<file path="src/rtl/mem_arbiter.sv">
// Two-master memory arbiter: M0 (core LSU) and M1 (debug/DMA) share one port.
// Same-cycle grant, optional bus lock with idle timeout, 1-cycle read return.
module mem_arbiter #(
   parameter int RR_EN        = 1,
   parameter int LOCK_TIMEOUT = 16
) (
   input  logic        i_clk,
   input  logic        i_reset,
   input  logic        i_m0_req,
   input  logic        i_m0_lock,
   input  logic        i_m0_wren,
   input  logic [2:0]  i_m0_funct3,
   input  logic [31:0] i_m0_addr,
   input  logic [31:0] i_m0_wdata,
   output logic        o_m0_gnt,
   output logic        o_m0_rvalid,
   output logic [31:0] o_m0_rdata,
   input  logic        i_m1_req,
   input  logic        i_m1_lock,
   input  logic        i_m1_wren,
   input  logic [2:0]  i_m1_funct3,
   input  logic [31:0] i_m1_addr,
   input  logic [31:0] i_m1_wdata,
   output logic        o_m1_gnt,
   output logic        o_m1_rvalid,
   output logic [31:0] o_m1_rdata,
   output logic        o_mem_req,
   output logic        o_mem_wren,
   output logic [2:0]  o_mem_funct3,
   output logic [31:0] o_mem_addr,
   output logic [31:0] o_mem_wdata,
   input  logic [31:0] i_mem_rdata,
   output logic        o_owner,
   output logic        o_locked
);

   typedef enum logic [1:0] {
      IDLE,
      LOCK_M0,
      LOCK_M1
   } state_t;

   localparam logic [7:0] TIMEOUT = 8'(LOCK_TIMEOUT);

   state_t      state;
   logic        last_gnt;
   logic [7:0]  idle_cnt;
   logic        pend0;
   logic        pend1;
   logic [31:0] rdata0_q;
   logic [31:0] rdata1_q;
   logic        locked_q;
   logic        gnt0;
   logic        gnt1;
   logic        xfer0;
   logic        xfer1;
   logic        xfer_lock;
   logic        owner_req;

   // last_gnt=1 means M1 won the most recent transfer
   always_comb begin
      gnt0 = 1'b0;
      gnt1 = 1'b0;
      if (i_reset) begin
         case (state)
            IDLE: begin
               if (i_m0_req && i_m1_req) begin
                  if (RR_EN != 0) begin
                     gnt0 = last_gnt;
                     gnt1 = !last_gnt;
                  end else begin
                     gnt0 = 1'b1;
                  end
               end else begin
                  gnt0 = i_m0_req;
                  gnt1 = i_m1_req;
               end
            end
            LOCK_M0: gnt0 = i_m0_req;
            LOCK_M1: gnt1 = i_m1_req;
            default: ;
         endcase
      end
   end

   assign xfer0     = i_m0_req && gnt0;
   assign xfer1     = i_m1_req && gnt1;
   assign xfer_lock = (xfer0 && i_m0_lock) || (xfer1 && i_m1_lock);
   assign owner_req = (state == LOCK_M0) ? i_m0_req : i_m1_req;

   assign o_m0_gnt  = gnt0;
   assign o_m1_gnt  = gnt1;
   assign o_mem_req = xfer0 || xfer1;
   assign o_owner   = xfer1;
   assign o_locked  = locked_q;

   always_comb begin
      o_mem_wren   = 1'b0;
      o_mem_funct3 = 3'd0;
      o_mem_addr   = 32'd0;
      o_mem_wdata  = 32'd0;
      if (xfer0) begin
         o_mem_wren   = i_m0_wren;
         o_mem_funct3 = i_m0_funct3;
         o_mem_addr   = i_m0_addr;
         o_mem_wdata  = i_m0_wdata;
      end else if (xfer1) begin
         o_mem_wren   = i_m1_wren;
         o_mem_funct3 = i_m1_funct3;
         o_mem_addr   = i_m1_addr;
         o_mem_wdata  = i_m1_wdata;
      end
   end

   assign o_m0_rvalid = pend0;
   assign o_m1_rvalid = pend1;
   assign o_m0_rdata  = pend0 ? i_mem_rdata : rdata0_q;
   assign o_m1_rdata  = pend1 ? i_mem_rdata : rdata1_q;

   always_ff @(posedge i_clk or negedge i_reset) begin
      if (!i_reset) begin
         state    <= IDLE;
         last_gnt <= 1'b1;
         idle_cnt <= 8'd0;
         pend0    <= 1'b0;
         pend1    <= 1'b0;
         rdata0_q <= 32'd0;
         rdata1_q <= 32'd0;
         locked_q <= 1'b0;
      end else begin
         if (xfer0) begin
            last_gnt <= 1'b0;
         end else if (xfer1) begin
            last_gnt <= 1'b1;
         end
         pend0 <= xfer0 && !i_m0_wren;
         pend1 <= xfer1 && !i_m1_wren;
         if (pend0) begin
            rdata0_q <= i_mem_rdata;
         end
         if (pend1) begin
            rdata1_q <= i_mem_rdata;
         end
         case (state)
            IDLE: begin
               idle_cnt <= 8'd0;
               if (xfer0 && i_m0_lock) begin
                  state    <= LOCK_M0;
                  locked_q <= 1'b1;
               end else if (xfer1 && i_m1_lock) begin
                  state    <= LOCK_M1;
                  locked_q <= 1'b1;
               end
            end
            LOCK_M0, LOCK_M1: begin
               // owner request always transfers while locked
               if (owner_req) begin
                  idle_cnt <= 8'd0;
                  if (!xfer_lock) begin
                     state    <= IDLE;
                     locked_q <= 1'b0;
                  end
               end else if (idle_cnt + 8'd1 == TIMEOUT) begin
                  state    <= IDLE;
                  locked_q <= 1'b0;
                  idle_cnt <= 8'd0;
               end else begin
                  idle_cnt <= idle_cnt + 8'd1;
               end
            end
            default: begin
               state    <= IDLE;
               locked_q <= 1'b0;
               idle_cnt <= 8'd0;
            end
         endcase
      end
   end

endmodule

</file>
<file path="config.mk">
export PLATFORM = sky130hd
export DESIGN_NAME = mem_arbiter
export DESIGN_NICKNAME = d
export VERILOG_FILES = /design/src/rtl/mem_arbiter.sv
export SDC_FILE = /design/constraint.sdc
export NUM_CORES = 1
export LEC_CHECK = 0
export BUFFER_PORTS_ARGS = -buffer_cell sky130_fd_sc_hd__buf_2
export CORE_AREA = 2 2 123 125
export CTS_CLUSTER_DIAMETER = 120
export CTS_CLUSTER_SIZE = 20
export DETAILED_ROUTE_END_ITERATION = 10
export DIE_AREA = 0 0 125 127
export REMOVE_ABC_BUFFERS = 1
export SLEW_MARGIN = 20
export SYNTH_ARGS = -nofsm -noshare
export SYNTH_HDL_FRONTEND = slang
export SYNTH_SLANG_ARGS = --single-unit
</file>
<file path="constraint.sdc">
create_clock -name i_clk -period 4.6 [get_ports i_clk]
set_input_delay 0.46 -clock i_clk [delete_from_list [all_inputs] [get_ports i_clk]]
set_output_delay 0.46 -clock i_clk [all_outputs]
set_load 0.01 [all_outputs]
</file>
==> results of run 1 <==
[state kept, by name, indices dropped and copies added, names as in the netlist]
name	flops
state	2
rdata1_q	32
o_m0_rvalid	1
o_locked	1
idle_cnt	8
o_m1_rvalid	1
last_gnt	1
rdata0_q	32
[metrics by stage]
stage | hold WS, ns | util (%) | std cells | instance area, µm²
3_5_place_dp | 0.386 | 40.1 | 909 | 5780
5_1_grt | 0.0392 | 42.4 | 925 | 6110
3_3_place_gp | 0.386 | 40.1 | 909 | 5780
2_1_floorplan | 0.164 | - | 408 | 3940
6_report | 0.0235 | 42.4 | 925 | 6110
4_1_cts | 0.0201 | 42.4 | 925 | 6110
[cell families after synthesis]
kind of cell,Yosys count,synth area share [%]
DFF,78,48.2
buffers and inverters,35,3.24
muxes,69,19.2
AOI/OAI and AO/OA,76,9.85
and+or+nand+nor,169,16.7
xor gates and xnor gates,6,1.30
adders and majority gates,5,1.54
[cell usage in the layout, fill, tap and decap left out]
master	netlist	final
o2bb2ai_1	1	1
nor2b_1	1	1
xnor2_1	2	2
and2_1	1	1
dfstp_2	1	1
a31oi_1	2	2
nand3_1	6	6
mux2i_1	2	2
buf_2	0	311
mux2_1	2	2
a21boi_0	1	1
or2_4	0	1
nand2_1	141	141
bufinv_16	0	2
and4b_1	1	1
nor2_1	12	12
ha_1	5	5
clkbuf_1	24	1
a21oi_1	3	3
inv_1	4	4
clkinv_2	0	1
dfrtp_1	77	77
o2111ai_4	0	1
mux2_4	1	1
clkbuf_16	0	9
and3_1	3	3
o21ai_0	68	68
clkbuf_8	0	1
mux2_2	64	64
xor2_1	4	4
or3b_1	1	1
buf_4	0	6
nor2_4	1	1
nor3_1	1	1
inv_2	1	1
clkinv_4	0	2
[final timing paths]
| kind | start | to | slack [ns] | depth (start not counted) |
|---|---|---|---|---|
| worst min register to register | rdata1_q[18]$_DFF_PN0_ | rdata1_q[18]$_DFF_PN0_ | 0.49 | 1 |
| max in group asynchronous | i_reset | rdata0_q[23]$_DFF_PN0_ | 3.56 | 2 |
| worst min-delay path | i_reset | rdata1_q[9]$_DFF_PN0_ | 0.02 | 1 |
| worst max-delay path | state[1]$_DFFE_PN0P_ | o_mem_addr[3] | 1.17 | 8 |
| min in group i_clk | i_m1_wren | o_m1_rvalid$_DFF_PN0_ | 0.29 | 2 |
| worst max register to register | state[1]$_DFFE_PN0P_ | state[1]$_DFFE_PN0P_ | 1.94 | 9 |
[metal layers]
metal  GRT usage [%]  wire length (µm)  vias to the layer above
li1                -                 -                     2058
met1            22.2              6160                     1940
met2            30.1              7110                      207
met3            6.16              1310                       24
met4            6.93               426                        2
met5               0                13                        -
[report_power, final]
part           internal, mW  switching [mW]  leakage [nW]
clock                 0.491           0.275         0.160
combinational         0.683           0.846          2.22
sequential            0.989          0.0812         0.955
total                  2.16            1.20          3.34
[cell type report]
| type | count | share of cell area, % |
|---|---|---|
| inverter | 5 | 0.307 |
| sequential | 78 | 32.0 |
| timing repair buffer | 317 | 26.2 |
| multi-input combinational | 325 | 32.4 |
| clock inverter | 5 | 1.35 |
| clock buffer | 11 | 3.97 |
| tap | 184 | 3.77 |
[worst register-to-register path: cells and delay by family, from the launching register on]
family	cells	cell delay [ns]
mux	2	0.68
simple gates	2	0.32
buf+inv	2	0.55
fa+ha+maj	1	0.26
compound gates	2	0.34
flops	1	0.40
==> reports/metrics.cfg, run 1 <==
[route]
drtAntennaViolNets=0
drc=0
wl_mm=15.0
vias=4231
wl_per_cell_um=16.2
drt-initial-drc-count=153
via_per_inst=4.57
dr.pass1.iters=4

[synth]
syn_area_per_cell_um2=9.26
synth_area_um2=4050
ys_top_cells_by_count=nand2_1 (141), dfrtp_1 (77), o21ai_0 (68)
synth_ff_type=dfrtp_1
yosysWarnings=0
synth-seq-cells=78
yosysMostFrequentCell=nand2_1
synth_top_cell_area_share_pct=47.5
ys_async_sr_fraction_pct=100
ys_types=30
synth_edf_count=0
ys_seq_area_share_pct=48.2
syn_inst=438
yosysTopAreaCell=dfrtp_1
synth.area.top_cells=dfrtp_1 (48%), mux2_2 (18%), nand2_1 (13%), o21ai_0 (8.4%), clkbuf_1 (2.2%)

[critical_path]
arrival_ns=2.97
critPathRequiredTime_ns=4.14
cpPeakStageDelay_ns=0.59
crit_type=reg2out
path_buf_inv=3
crit_family=buffers and inverters
startpoint_type=flip-flop
critPathSlowestCell=buf_4
cp_max_fo=70
cp_cell_sequence=inv_1 -> ha_1 -> or3b_1 -> o2111ai_4 -> buf_4 -> nand2_1 -> o21ai_0 -> buf_2
endpoint_kind=output port

[floorplan]
die_x_um=125
die_y_um=127
io_pins=313
rows=44
die_area_um2=15900
core_area_um2=14400
initial_utilization_pct=28.1

[pwr]
peakVddDrop_mv=0.173
powerDensity_nw_per_um2=551
p_total_mw=3.37
leakagePower_nw=3.34

[timing]
fin_tns_setup_ns=0
max_freq_mhz=292
setup_slack_ns=1.17
post-route-period-util_pct=74.5
maxSlewHeadroom_pct=52.2
timing.final.hold_violations=0
skew_ns=0.00624
drv_slew=0
worst_pin_slew_ns=0.718
setup_viol=0
min_period_ns=3.43
rsz0062_at_grt=false

[clocking]
htree_levels=3
clk_latency_ns=0.33
cts_num_sinks=78
post_cts_buffers=0
tritoncts=done
cts_hold_buffers=0
clkTransAtPathRegs_ns=0.06
cts_made_buffers=9
ctsResizeCount=0
cts_buffer_depth=2
cts_root_buf=clkbuf_16

[cells_and_area]
n_fill_cell=1499
nets=915
multiInputGateArea_um2=1980
layout.area.seq_um2=1950
syn2layout_area_growth_pct=50.8
diodes=0
drive_above_1_share_pct=54.3

[global_routing]
grt_remaining_overflow=0
grt_pass1_vias=4115
antenna_found_initial=1
grt_pass1_wl_mm=23.0
grt_max_degree=73
track_usage_pct=18.3

[place]
routabilityCongestion=0.869
post-place-ws_ns=1.58
dp_hpwl_mm=11.8
port_buffers=312

[worst_hold_path]
hp-class=in2async

[status]
status=completed

[run]
drv_cap=0

Power figures use the tool's default switching activity.
==> run 2: changes to the inputs <==
- ABC_AREA: unset -> 1
- CORE_AREA: 2 2 123 125 -> 2 2 121 123
- DIE_AREA: 0 0 125 127 -> 0 0 123 125
- clock period: 4.6 -> 3.3 ns (I/O delays scaled with it)
==> reports/metrics.cfg, run 2 <==
[status]
status=completed

[floorplan]
die_y_um=125  ; -1.6%
die_x_um=123  ; -1.6%
core_area_um2=14200  ; -1.5%
initial_utilization_pct=29.7  ; +1.5 points
rows=44  ; unchanged
die_area_um2=15400  ; -3.1%
io_pins=313  ; unchanged

[cells_and_area]
post-route-util_pct=43.9  ; +1.6 points
layout.area.seq_um2=1950  ; unchanged
n_fill_cell=1506  ; +0.47%
multiInputGateArea_um2=2020  ; +2.0%
biggestRegsByFlops=rdata0_q (32), rdata1_q (32), idle_cnt (8)
final_common_cell=buf_2
nets=956  ; +4.5%
syn2layout_area_growth_pct=48.2
mostFrequentLayoutCells=buf_2 (311), nand2_1 (164), nand3_1 (77), dfrtp_1 (77), mux2_2 (59)
drive_above_1_share_pct=52.3  ; -1.9 points
diodes=0  ; unchanged

[place]
dp_hpwl_mm=11.7  ; -1.5%
routabilityCongestion=0.844  ; -2.8%
port_buffers=312  ; unchanged

[critical_path]
cpPeakStageDelay_ns=0.39  ; -0.20 ns
arrival_ns=2.43  ; -0.54 ns
endpoint_kind=output port
startpoint_type=flip-flop
cp_common_cell=nand2_1
crit_type=reg2out
path_buf_inv=4  ; +1
crit_family=buffers and inverters
cp_max_fo=29  ; -59%
critPathSlowestCell=dfrtp_1
critPathRequiredTime_ns=2.97  ; -1.17 ns
cp_cell_sequence=inv_1 -> ha_1 -> nand3_1 -> nand2_1 -> nand2_1 -> inv_2 -> buf_4 -> nand3_1 -> nand2_1 -> buf_2

[global_routing]
grt_pass1_vias=4292  ; +4.3%
grt_max_degree=80  ; +9.6%
track_usage_pct=18.6  ; +0.39 points
antenna_found_initial=6  ; +5
grt_remaining_overflow=0  ; unchanged
grt_pass1_wl_mm=22.2  ; -3.4%

[synth]
synth_area_um2=4210  ; +3.9%
synth_edf_count=0  ; unchanged
syn_area_per_cell_um2=8.85  ; -4.4%
yosysWarnings=0  ; unchanged
synth_ff_type=dfrtp_1
synth_top_cell_area_share_pct=45.8  ; -1.8 points
ys_async_sr_fraction_pct=100  ; unchanged
synth.area.top_cells=dfrtp_1 (46%), mux2_2 (16%), nand2_1 (15%), nand3_1 (9.2%), inv_1 (2.0%)
ys_seq_area_share_pct=46.4  ; -1.8 points
synth-seq-cells=78  ; unchanged
ys_types=26  ; -13%
yosysTopAreaCell=dfrtp_1
yosysMostFrequentCell=nand2_1
ys_top_cells_by_count=nand2_1 (165), dfrtp_1 (77), nand3_1 (77)
syn_inst=476  ; +8.7%

[run]
drv_cap=0  ; unchanged

[pwr]
peakVddDrop_mv=0.265  ; +53%
powerDensity_nw_per_um2=762  ; +38%
leakagePower_nw=3.63  ; +8.9%
p_total_mw=4.76  ; +41%

[clocking]
cts_buffer_depth=2  ; unchanged
clkTransAtPathRegs_ns=0.06  ; about the same
post_cts_buffers=0  ; unchanged
cts_root_buf=clkbuf_16
cts_made_buffers=9  ; unchanged
tritoncts=done
htree_levels=3  ; unchanged
cts_hold_buffers=0  ; unchanged
clk_latency_ns=0.33  ; about the same
ctsResizeCount=0  ; unchanged
cts_num_sinks=78  ; unchanged

[timing]
timing.final.hold_violations=0  ; unchanged
worst_pin_slew_ns=0.706  ; -0.0113 ns
drv_slew=0  ; unchanged
fin_tns_setup_ns=0  ; unchanged
min_period_ns=2.76
rsz0062_at_grt=false
maxSlewHeadroom_pct=52.9  ; +0.75 points
max_freq_mhz=363
setup_viol=0  ; unchanged
skew_ns=0.0101  ; +0.00391 ns
post-route-period-util_pct=83.6

[route]
wl_mm=14.7  ; -2.3%
vias=4330  ; +2.3%
drtAntennaViolNets=0  ; unchanged
via_per_inst=4.48  ; -2.0%
wl_per_cell_um=15.2  ; -6.4%
drc=0  ; unchanged
drt-initial-drc-count=181  ; +18%
dr.pass1.iters=4  ; unchanged

[worst_hold_path]
hp-class=in2async

[run 2: path summary, 6_finish.rpt]
| kind | to | start | slack, ns | cells past startpoint |
|---|---|---|---|---|
| worst min register to register | rdata1_q[8]$_DFF_PN0_ | rdata1_q[8]$_DFF_PN0_ | 0.48 | 1 |
| max in group asynchronous | idle_cnt[3]$_DFF_PN0_ | i_reset | 2.65 | 2 |
| min in group i_clk | o_m1_rvalid$_DFF_PN0_ | i_m1_wren | 0.16 | 2 |
| worst min-delay path | rdata1_q[2]$_DFF_PN0_ | i_reset | 0.16 | 2 |
| worst max-delay path | o_mem_addr[7] | state[0]$_DFFE_PN0P_ | 0.54 | 10 |
| worst max register to register | state[1]$_DFFE_PN0P_ | state[0]$_DFFE_PN0P_ | 1.51 | 10 |
[run 2: layout make-up]
type                       instances  share of cell area [%]
clock buffer                      11                    3.73
clock inverter                     5                   0.922
inverter                          26                    1.56
multi-input combinational        343                    32.4
sequential                        78                    31.3
tap                              184                    3.69
timing repair buffer             319                    26.4
[run 2: layer usage]
layer	routed length [µm]	GRT usage, %	share of wire [%]	up-vias
met5	79	0	0.54	-
met4	288	5.88	2.0	12
met3	1670	8.07	11	27
met2	7110	31.7	48	187
met1	5540	20.9	38	1951
li1	-	-	-	2153
[run 2: power by group]
part | total (mW) | internal [mW] | switching, mW
Combinational | 2.30 | 0.997 | 1.30
Clock | 0.967 | 0.587 | 0.380
Sequential | 1.49 | 1.38 | 0.109
Total | 4.76 | 2.97 | 1.79
[run 2: cell families (layout without fill, tap and decap cells)]
group	after synthesis	after routing	synth area share [%]
AO/OA/AOI/OAI	4	4	0.535
adder cells (fa/ha/maj)	5	5	1.49
buffers and inverters	55	361	5.64
flip-flops	78	78	46.4
multiplexers	64	64	17.1
AND/OR/NAND/NOR	270	270	28.8
[run 2: stage by stage]
stage                     cells  hold WS, ns  setup WS [ns]  instance area, µm²
final                       966        0.158          0.542                6240
after global routing        966        0.161          0.258                6240
after CTS                   966        0.147          0.514                6240
after detailed placement    950        0.473          0.889                5950
after global placement      950        0.460          0.942                5950
after floorplan             447       0.0344         -0.154                4070
